==> src/rtl/split_compensate_scan_ctrl.sv <==
// Frame-scan controller: walks x/y across a frame, handshakes each pixel with the
// split-compensate address generator and presents a valid/ready read to the line buffer.
module split_compensate_scan_ctrl #(
  parameter int unsigned C_WIDTH        = 640,
  parameter int unsigned C_HEIGHT       = 480,
  parameter int unsigned C_DONE_TIMEOUT = 15
) (
  input  logic        i_clk,
  input  logic        i_rst_n,
  input  logic        i_start,
  input  logic [31:0] i_x_off,
  input  logic [31:0] i_dir,
  input  logic        i_x_done,
  input  logic [9:0]  i_new_addr,
  input  logic        i_rd_ready,
  output logic        o_x_enable,
  output logic [31:0] o_x_off,
  output logic [31:0] o_dir,
  output logic [9:0]  o_x_cnt,
  output logic [10:0] o_y_cnt,
  output logic        o_rd_valid,
  output logic [9:0]  o_rd_addr,
  output logic        o_rd_blank,
  output logic        o_busy,
  output logic        o_frame_done,
  output logic        o_err
);

  localparam int unsigned CntW = (C_DONE_TIMEOUT < 2) ? 1 : $clog2(C_DONE_TIMEOUT);
  localparam logic [CntW-1:0] TimeoutLast = CntW'(C_DONE_TIMEOUT - 1);
  localparam logic [9:0]      XLast       = 10'(C_WIDTH - 1);
  localparam logic [10:0]     YLast       = 11'(C_HEIGHT - 1);

  typedef enum logic [2:0] {
    StIdle,
    StIssue,
    StWaitDone,
    StPresent,
    StAdvance,
    StFin
  } state_e;

  state_e          state_q;
  logic [CntW-1:0] tcnt_q;
  logic            x_enable_q;
  logic [31:0]     x_off_q;
  logic [31:0]     dir_q;
  logic [9:0]      x_cnt_q;
  logic [10:0]     y_cnt_q;
  logic            rd_valid_q;
  logic [9:0]      rd_addr_q;
  logic            rd_blank_q;
  logic            busy_q;
  logic            frame_done_q;
  logic            err_q;

  // Out-of-line test done at full width so huge offsets never wrap into range.
  logic [32:0] right_sum;
  logic        blank_left;
  logic        blank_right;
  logic        pix_blank;

  always_comb begin
    right_sum   = {1'b0, x_off_q} + {23'd0, x_cnt_q};
    blank_left  = x_off_q > {22'd0, x_cnt_q};
    blank_right = right_sum >= 33'(C_WIDTH);
    pix_blank   = (dir_q == '0) ? blank_left : blank_right;
  end

  always_ff @(posedge i_clk) begin
    if (!i_rst_n) begin
      state_q      <= StIdle;
      tcnt_q       <= '0;
      x_enable_q   <= 1'b0;
      x_off_q      <= '0;
      dir_q        <= '0;
      x_cnt_q      <= '0;
      y_cnt_q      <= '0;
      rd_valid_q   <= 1'b0;
      rd_addr_q    <= '0;
      rd_blank_q   <= 1'b0;
      busy_q       <= 1'b0;
      frame_done_q <= 1'b0;
      err_q        <= 1'b0;
    end else begin
      unique case (state_q)
        StIdle: begin
          if (i_start) begin
            x_off_q    <= i_x_off;
            dir_q      <= i_dir;
            x_cnt_q    <= '0;
            y_cnt_q    <= '0;
            err_q      <= 1'b0;
            busy_q     <= 1'b1;
            x_enable_q <= 1'b1;
            state_q    <= StIssue;
          end
        end
        StIssue: begin
          x_enable_q <= 1'b0;
          tcnt_q     <= '0;
          state_q    <= StWaitDone;
        end
        StWaitDone: begin
          tcnt_q <= tcnt_q + CntW'(1);
          // A done on the final waiting cycle still wins over the timeout.
          if (i_x_done) begin
            rd_addr_q  <= i_new_addr;
            rd_blank_q <= pix_blank;
            rd_valid_q <= 1'b1;
            state_q    <= StPresent;
          end else if (tcnt_q == TimeoutLast) begin
            err_q      <= 1'b1;
            rd_addr_q  <= '0;
            rd_blank_q <= 1'b1;
            rd_valid_q <= 1'b1;
            state_q    <= StPresent;
          end
        end
        StPresent: begin
          if (i_rd_ready) begin
            rd_valid_q <= 1'b0;
            state_q    <= StAdvance;
          end
        end
        StAdvance: begin
          if (x_cnt_q == XLast) begin
            x_cnt_q <= '0;
            if (y_cnt_q == YLast) begin
              busy_q       <= 1'b0;
              frame_done_q <= 1'b1;
              state_q      <= StFin;
            end else begin
              y_cnt_q    <= y_cnt_q + 11'd1;
              x_enable_q <= 1'b1;
              state_q    <= StIssue;
            end
          end else begin
            x_cnt_q    <= x_cnt_q + 10'd1;
            x_enable_q <= 1'b1;
            state_q    <= StIssue;
          end
        end
        StFin: begin
          frame_done_q <= 1'b0;
          state_q      <= StIdle;
        end
        default: state_q <= StIdle;
      endcase
    end
  end

  assign o_x_enable   = x_enable_q;
  assign o_x_off      = x_off_q;
  assign o_dir        = dir_q;
  assign o_x_cnt      = x_cnt_q;
  assign o_y_cnt      = y_cnt_q;
  assign o_rd_valid   = rd_valid_q;
  assign o_rd_addr    = rd_addr_q;
  assign o_rd_blank   = rd_blank_q;
  assign o_busy       = busy_q;
  assign o_frame_done = frame_done_q;
  assign o_err        = err_q;

  // Enable is a one-cycle strobe and never coincides with a pending read.
  assert property (@(posedge i_clk) disable iff (!i_rst_n) o_x_enable |=> !o_x_enable);
  assert property (@(posedge i_clk) disable iff (!i_rst_n) !(o_x_enable && o_rd_valid));

endmodule

==> config.mk <==
export PLATFORM = sky130hd
export DESIGN_NAME = split_compensate_scan_ctrl
export DESIGN_NICKNAME = d
export VERILOG_FILES = /design/src/rtl/split_compensate_scan_ctrl.sv
export SDC_FILE = /design/constraint.sdc
export NUM_CORES = 1
export LEC_CHECK = 0
export ABC_AREA = 0
export CAP_MARGIN = 20
export CORE_MARGIN = 3
export CORE_UTILIZATION = 64
export DETAILED_ROUTE_END_ITERATION = 10
export DONT_BUFFER_PORTS = 1
export PLACE_DENSITY_LB_ADDON = 0.15
export SYNTH_ARGS = -nofsm -noshare
export SYNTH_HDL_FRONTEND = slang
export SYNTH_SLANG_ARGS = --single-unit
export TNS_END_PERCENT = 1
==> constraint.sdc <==
create_clock -name i_clk -period 2.9 [get_ports i_clk]
set_input_delay 0.145 -clock i_clk [delete_from_list [all_inputs] [get_ports i_clk]]
set_output_delay 0.145 -clock i_clk [all_outputs]
set_load 0.05 [all_outputs]
======== Word level (Yosys, flattened, before mapping) ========
Index checks and enable logic that the tools add are counted.
word-level totals
  flip-flop bits (word level) ............. 108
  logic and storage cells ................. 91
cells by class
  add/subtract/negate cells ............... 4
  $lt $le $gt $ge ......................... 2
  equality and inequality tests ........... 17
  multiplexer cells ....................... 36
  reductions and logical operators ........ 19
operators with widths
  operator                                               number
  2-to-1 mux 10 bit                                      4
  adder 32 x 10 -> 33 bit                                1
  >= comparator 33 x 10 -> 1 bit, second input constant  1
  2-to-1 mux 11 bit                                      3
  > comparator 32 x 10 -> 1 bit                          1
  logical NOT 32 bit                                     1
  one-hot mux 11 bit (2 select lines)                    1
  one-hot mux 10 bit (2 select lines)                    1
  2-to-1 mux 3 bit                                       6
  one-hot mux 3 bit (5 select lines)                     1
  2-to-1 mux 1 bit                                       14
  != test 2 bit, second input constant                   7
  AND reduction 3 bit                                    4
  AND reduction 4 bit                                    3
  nonzero test 2 bit                                     6
  adder 11 x 1 -> 11 bit, second input constant          1
  equality test 11 x 9 -> 1 bit, second input constant   1
  adder 10 x 1 -> 10 bit, second input constant          1
  equality test 10 bit, second input constant            1
  one-hot mux 1 bit (2 select lines)                     4
  one-hot mux 4 bit (2 select lines)                     1
  equality test 3 x 2 -> 1 bit, second input constant    2
  equality test 3 bit, second input constant             2
  != test 3 bit, second input constant                   2
  other kinds (7)                                        9

======== Logic depth before layout (Yosys ltp) ========
  depth after elaboration ................. 4
  depth in mapped cells ................... 12

======== Least setup slack after synthesis ========
Ideal clock, no wire load.
  path kind ............................... register -> register
  from .................................... reg x_cnt_q[7], in the netlist o_x_cnt[7]
  to ...................................... reg rd_blank_q, in the netlist o_rd_blank
  arrival ................................. 2.818 ns
  data required time ...................... 2.773 ns
  slack ................................... -0.045 ns
  cell stages (with the launch flop) ...... 12
  path buffers ............................ 1
  cells stage by stage .................... dfxtp_1 > clkbuf_1 > inv_1 > ha_1 > nor2b_1 > or4_1 > o2111ai_2 > and2_4 > nor4_1 > or3_1 > a21oi_1 > a31oi_1
between the ends
  longest elaborated chain between the ends .. 4
  elaborated cells on any way between the ends .. 5
  classes of those cells .................. add/sub: 1; order compare: 2; mux: 2
RTL lines
  element                         RTL line  RTL
  start, declared                 48        logic [9:0] x_cnt_q;
  start signal, assigned          139       x_cnt_q <= x_cnt_q + 10'd1;
  adder 32 x 10 -> 33 bit         64        right_sum = {1'b0, x_off_q} + {23'd0, x_cnt_q};
  >= comparator 33 x 10 -> 1 bit  66        blank_right = right_sum >= 33'(C_WIDTH);
  2-to-1 mux 1 bit (*)            67        pix_blank = (dir_q == '0) ? blank_left : blank_right;
  2-to-1 mux 1 bit (*)            107       if (i_x_done) begin
  end signal, assigned            109       rd_blank_q <= pix_blank;
  end, declared                   52        logic rd_blank_q;
Mark *: on every way between the ends. The rest lies on a longest branch, timed or not.
A chain may end at the register's enable or synchronous reset.

======== Worst setup path after layout ========
  from .................................... reg x_cnt_q[2], in the netlist o_x_cnt[2]
  to ...................................... reg rd_blank_q, in the netlist o_rd_blank
Same word-level chain as after synthesis.

==> results.tsv <==
stage	metric	value	unit
run_status	status	finished clean	
route	viasPerCell	6.806	
logic_synthesis	synthArstFlopShare	0	
critical_path	critical_path_arrival	3100	ps
critical_path	worst-path-max-fanout	4	
placed_design	gp_congestion	1.018	
critical_path	r2r_slack	60	ps
min_path	hp-class	in2reg	
clock_tree	worst_skew_pair.late_latency	390	ps
clock_tree	htree_levels	3	
placed_design	dpl.hpwl	13.06	mm
min_path	min_from	i_rd_ready	
timing	fmax	352.4	MHz
power	leakage	3.007	nW
global_route	antenna_found_initial	1	
route	drc_errors	0	
die	coreArea	8464	µm²
final_layout	syn2layout_area_growth	29.38	%
timing	period_share	0.9784	
clock_tree	cts_num_sinks	108	
clock_tree	cts.clk_slew.worst_paths	120	ps
timing	slew_violations	0	
timing	final-setup-viol-count	0	
clock_tree	cts_tree	built	
logic_synthesis	yosys-top-cells-count	157 x nand2_1, 108 x dfxtp_1, 98 x a21oi_1, 58 x nor2_1, 35 x clkbuf_1	
power	p_per_area	494.1	nW/µm²
route	dr.pass1.iters	8	
critical_path	r2r_cells	10	
logic_synthesis	synth_edf_count	0	
placed_design	placed_cells	907	
timing	tightest_slew	842.5	ps
route	drt-total-wl	22.55	mm
final_layout	layout.nets	993	
logic_synthesis	syn_inst	752	
die	rows	33	
critical_path	start_kind	flop	
timing	clock_skew	16.86	ps
clock_tree	cts.root.buffer_cell	clkbuf_8	
global_route	grt_max_degree	54	
logic_synthesis	synth_top_area_share	0.3766	
logic_synthesis	synth_fp_nets	856	
logic_synthesis	ys_ff_latch	108	
clock_tree	clk_path_buf_depth	2	
logic_synthesis	synth_top_area_cell	dfxtp_1	
logic_synthesis	synth_area_per_cell	7.634	µm²
critical_path	crit_path_end_kind	flop	
critical_path	reg2reg_to	o_rd_blank$_SDFFE_PN0P_	
timing	hold_viol_final	0	
die	ios	180	
final_layout	stdcell_count	1001	
timing	holdWs	51.23	ps
global_route	grt_pass1_wl	34.77	mm
global_route	overflow	0	
final_layout	drive_gt1_frac	0.1588	
route	first_iter_violations	766	
critical_path	critPathKind	reg2reg	
logic_synthesis	synth_most_common_cell	nand2_1	
logic_synthesis	yosys_warnings	0	
route	wl_per_cell	22.52	µm
timing	tns	0	ps
die	dieHeight	100.7	µm
critical_path	crit_required	3160	ps
min_path	hold_depth	2	
power	ir_drop	0.0003952	V
critical_path	rr_startpoint	o_x_cnt[2]$_SDFFE_PN0P_	
logic_synthesis	ys_top_cells_by_area	dfxtp_1 38%, nand2_1 10%, a21oi_1 8.5%, ha_1 5.2%, nor2_1 3.8%	
clock_tree	cts_made_buffers	9	
global_route	grt_usage	0.4335	
job	cap_violations	0	
route	detail-route-antenna-nets	0	
logic_synthesis	synthesis.area	5741	µm²
timing	maxSlewHeadroom	0.4375	
logic_synthesis	ys_types	70	
global_route	grt_pass1_vias	6464	
logic_synthesis	yosysSeqAreaShare	0.3766	
route	num_vias	6813	
die	fp.dieW	100.7	µm
die	die-area	10140	µm²
logic_synthesis	synth-main-ff-cell	dfxtp_1	
placed_design	numPortBuffers	0	
min_path	whs_endpoint	state_q[1]$_SDFFE_PN0P_	
die	floorplan.initialDensity	0.6782	
timing	fin_crit	2837	ps
-- worst max-delay path, cell delays in order, from the launching register on --
cell and delay (ps):
dfxtp_2 350, inv_1 50, ha_1 350, nand2b_4 180, a2111oi_4 440, o21ai_1 130
a221oi_1 350, nand3_1 140, a2111oi_2 380, and4b_1 260, a31oi_1 90
-- routing by layer --
metal,part of all wire,wire [µm],global-route usage
met1,0.35,7812,0.5182
met2,0.47,10600,0.7078
met3,0.13,2897,0.1349
met4,0.055,1241,0.2041
met5,0,0,0
-- state kept, by name (all words and copies together) (netlist names) --
signal / cells
o_x_enable: 1
o_dir: 32
o_busy: 1
o_rd_addr: 10
state_q: 3
o_rd_blank: 1
o_x_off: 32
o_frame_done: 1
tcnt_q: 4
o_x_cnt: 10
o_err: 1
o_y_cnt: 11
o_rd_valid: 1
-- power breakdown --
| part | leakage [nW] | switching, mW | internal [mW] |
|---|---|---|---|
| combinational | 2.02 | 0.662 | 0.325 |
| clock | 0.104 | 0.627 | 0.365 |
| sequential | 0.884 | 0.123 | 1.57 |
| total | 3.01 | 1.41 | 2.26 |
-- worst max-delay path by stage --
stage                                   end                     from  cells past startpoint
global placement    o_rd_blank$_SDFFE_PN0P_  o_x_cnt[2]$_SDFFE_PN0P_                     10
floorplan           o_rd_blank$_SDFFE_PN0P_  o_x_cnt[1]$_SDFFE_PN0P_                     10
global route        o_rd_blank$_SDFFE_PN0P_  o_x_cnt[2]$_SDFFE_PN0P_                     10
detailed placement  o_rd_blank$_SDFFE_PN0P_  o_x_cnt[1]$_SDFFE_PN0P_                     10
CTS                 o_rd_blank$_SDFFE_PN0P_  o_x_cnt[1]$_SDFFE_PN0P_                     10
finish              o_rd_blank$_SDFFE_PN0P_  o_x_cnt[2]$_SDFFE_PN0P_                     10
-- layout by cell type (no fill, tap or decap), drive strengths merged, types with 18 or more instances in the layout --
master,n
ha,24
nand4,18
nand3,25
o21ai,28
inv,30
buf,96
dfxtp,108
nor2,58
nand2,157
a21oi,98
dlygate4sd3,75
-- cells by family (layout without fill, tap and decap cells) --
kind of cell	after synthesis	count (layout)	share of synthesized area
other	0	2	0
AO/OA/AOI/OAI	183	183	0.1962
AND/OR/NAND/NOR	344	344	0.2888
adder cells (fa/ha/maj)	25	25	0.05580
multiplexers	9	9	0.01569
flip-flops	108	108	0.3766
XOR/XNOR	12	12	0.01831
buffers and inverters	71	213	0.04861
-- cell type report --
type                       instances  area [µm²]
multi-input combinational        573        3338
sequential                       108        2168
timing repair buffer             171        1484
fill                             410        1037
clock buffer                      10       137.6
tap                              105       131.4
inverter                          26       97.59
clock inverter                     6       65.06
antenna                            2       5.005
-- per-stage QoR --
| step | total power [mW] | util | worst slack (ps) | instance area (µm²) |
|---|---|---|---|---|
| after floorplan | 2.323 | - | 38.47 | 5744 |
| after global placement | 2.528 | 0.7592 | 236.1 | 6426 |
| after detailed placement | 2.558 | 0.7592 | 33.05 | 6426 |
| after CTS | 3.575 | 0.8718 | 15.98 | 7380 |
| after global routing | 3.762 | 0.8772 | -65.87 | 7425 |
| final | 3.669 | 0.8775 | 62.69 | 7427 |
-- what timing repair did --
| action | CTS | global route |
|---|---|---|
| endpoints found under the hold margin | 75 | 0 |
| resized for setup | 0 | 9 |
| hold buffers | 75 | 0 |
| buffers inserted | 0 | 1 |
| endpoints found under the setup margin | 0 | 1 |
Note: power is estimated with default switching activity, not from simulation.
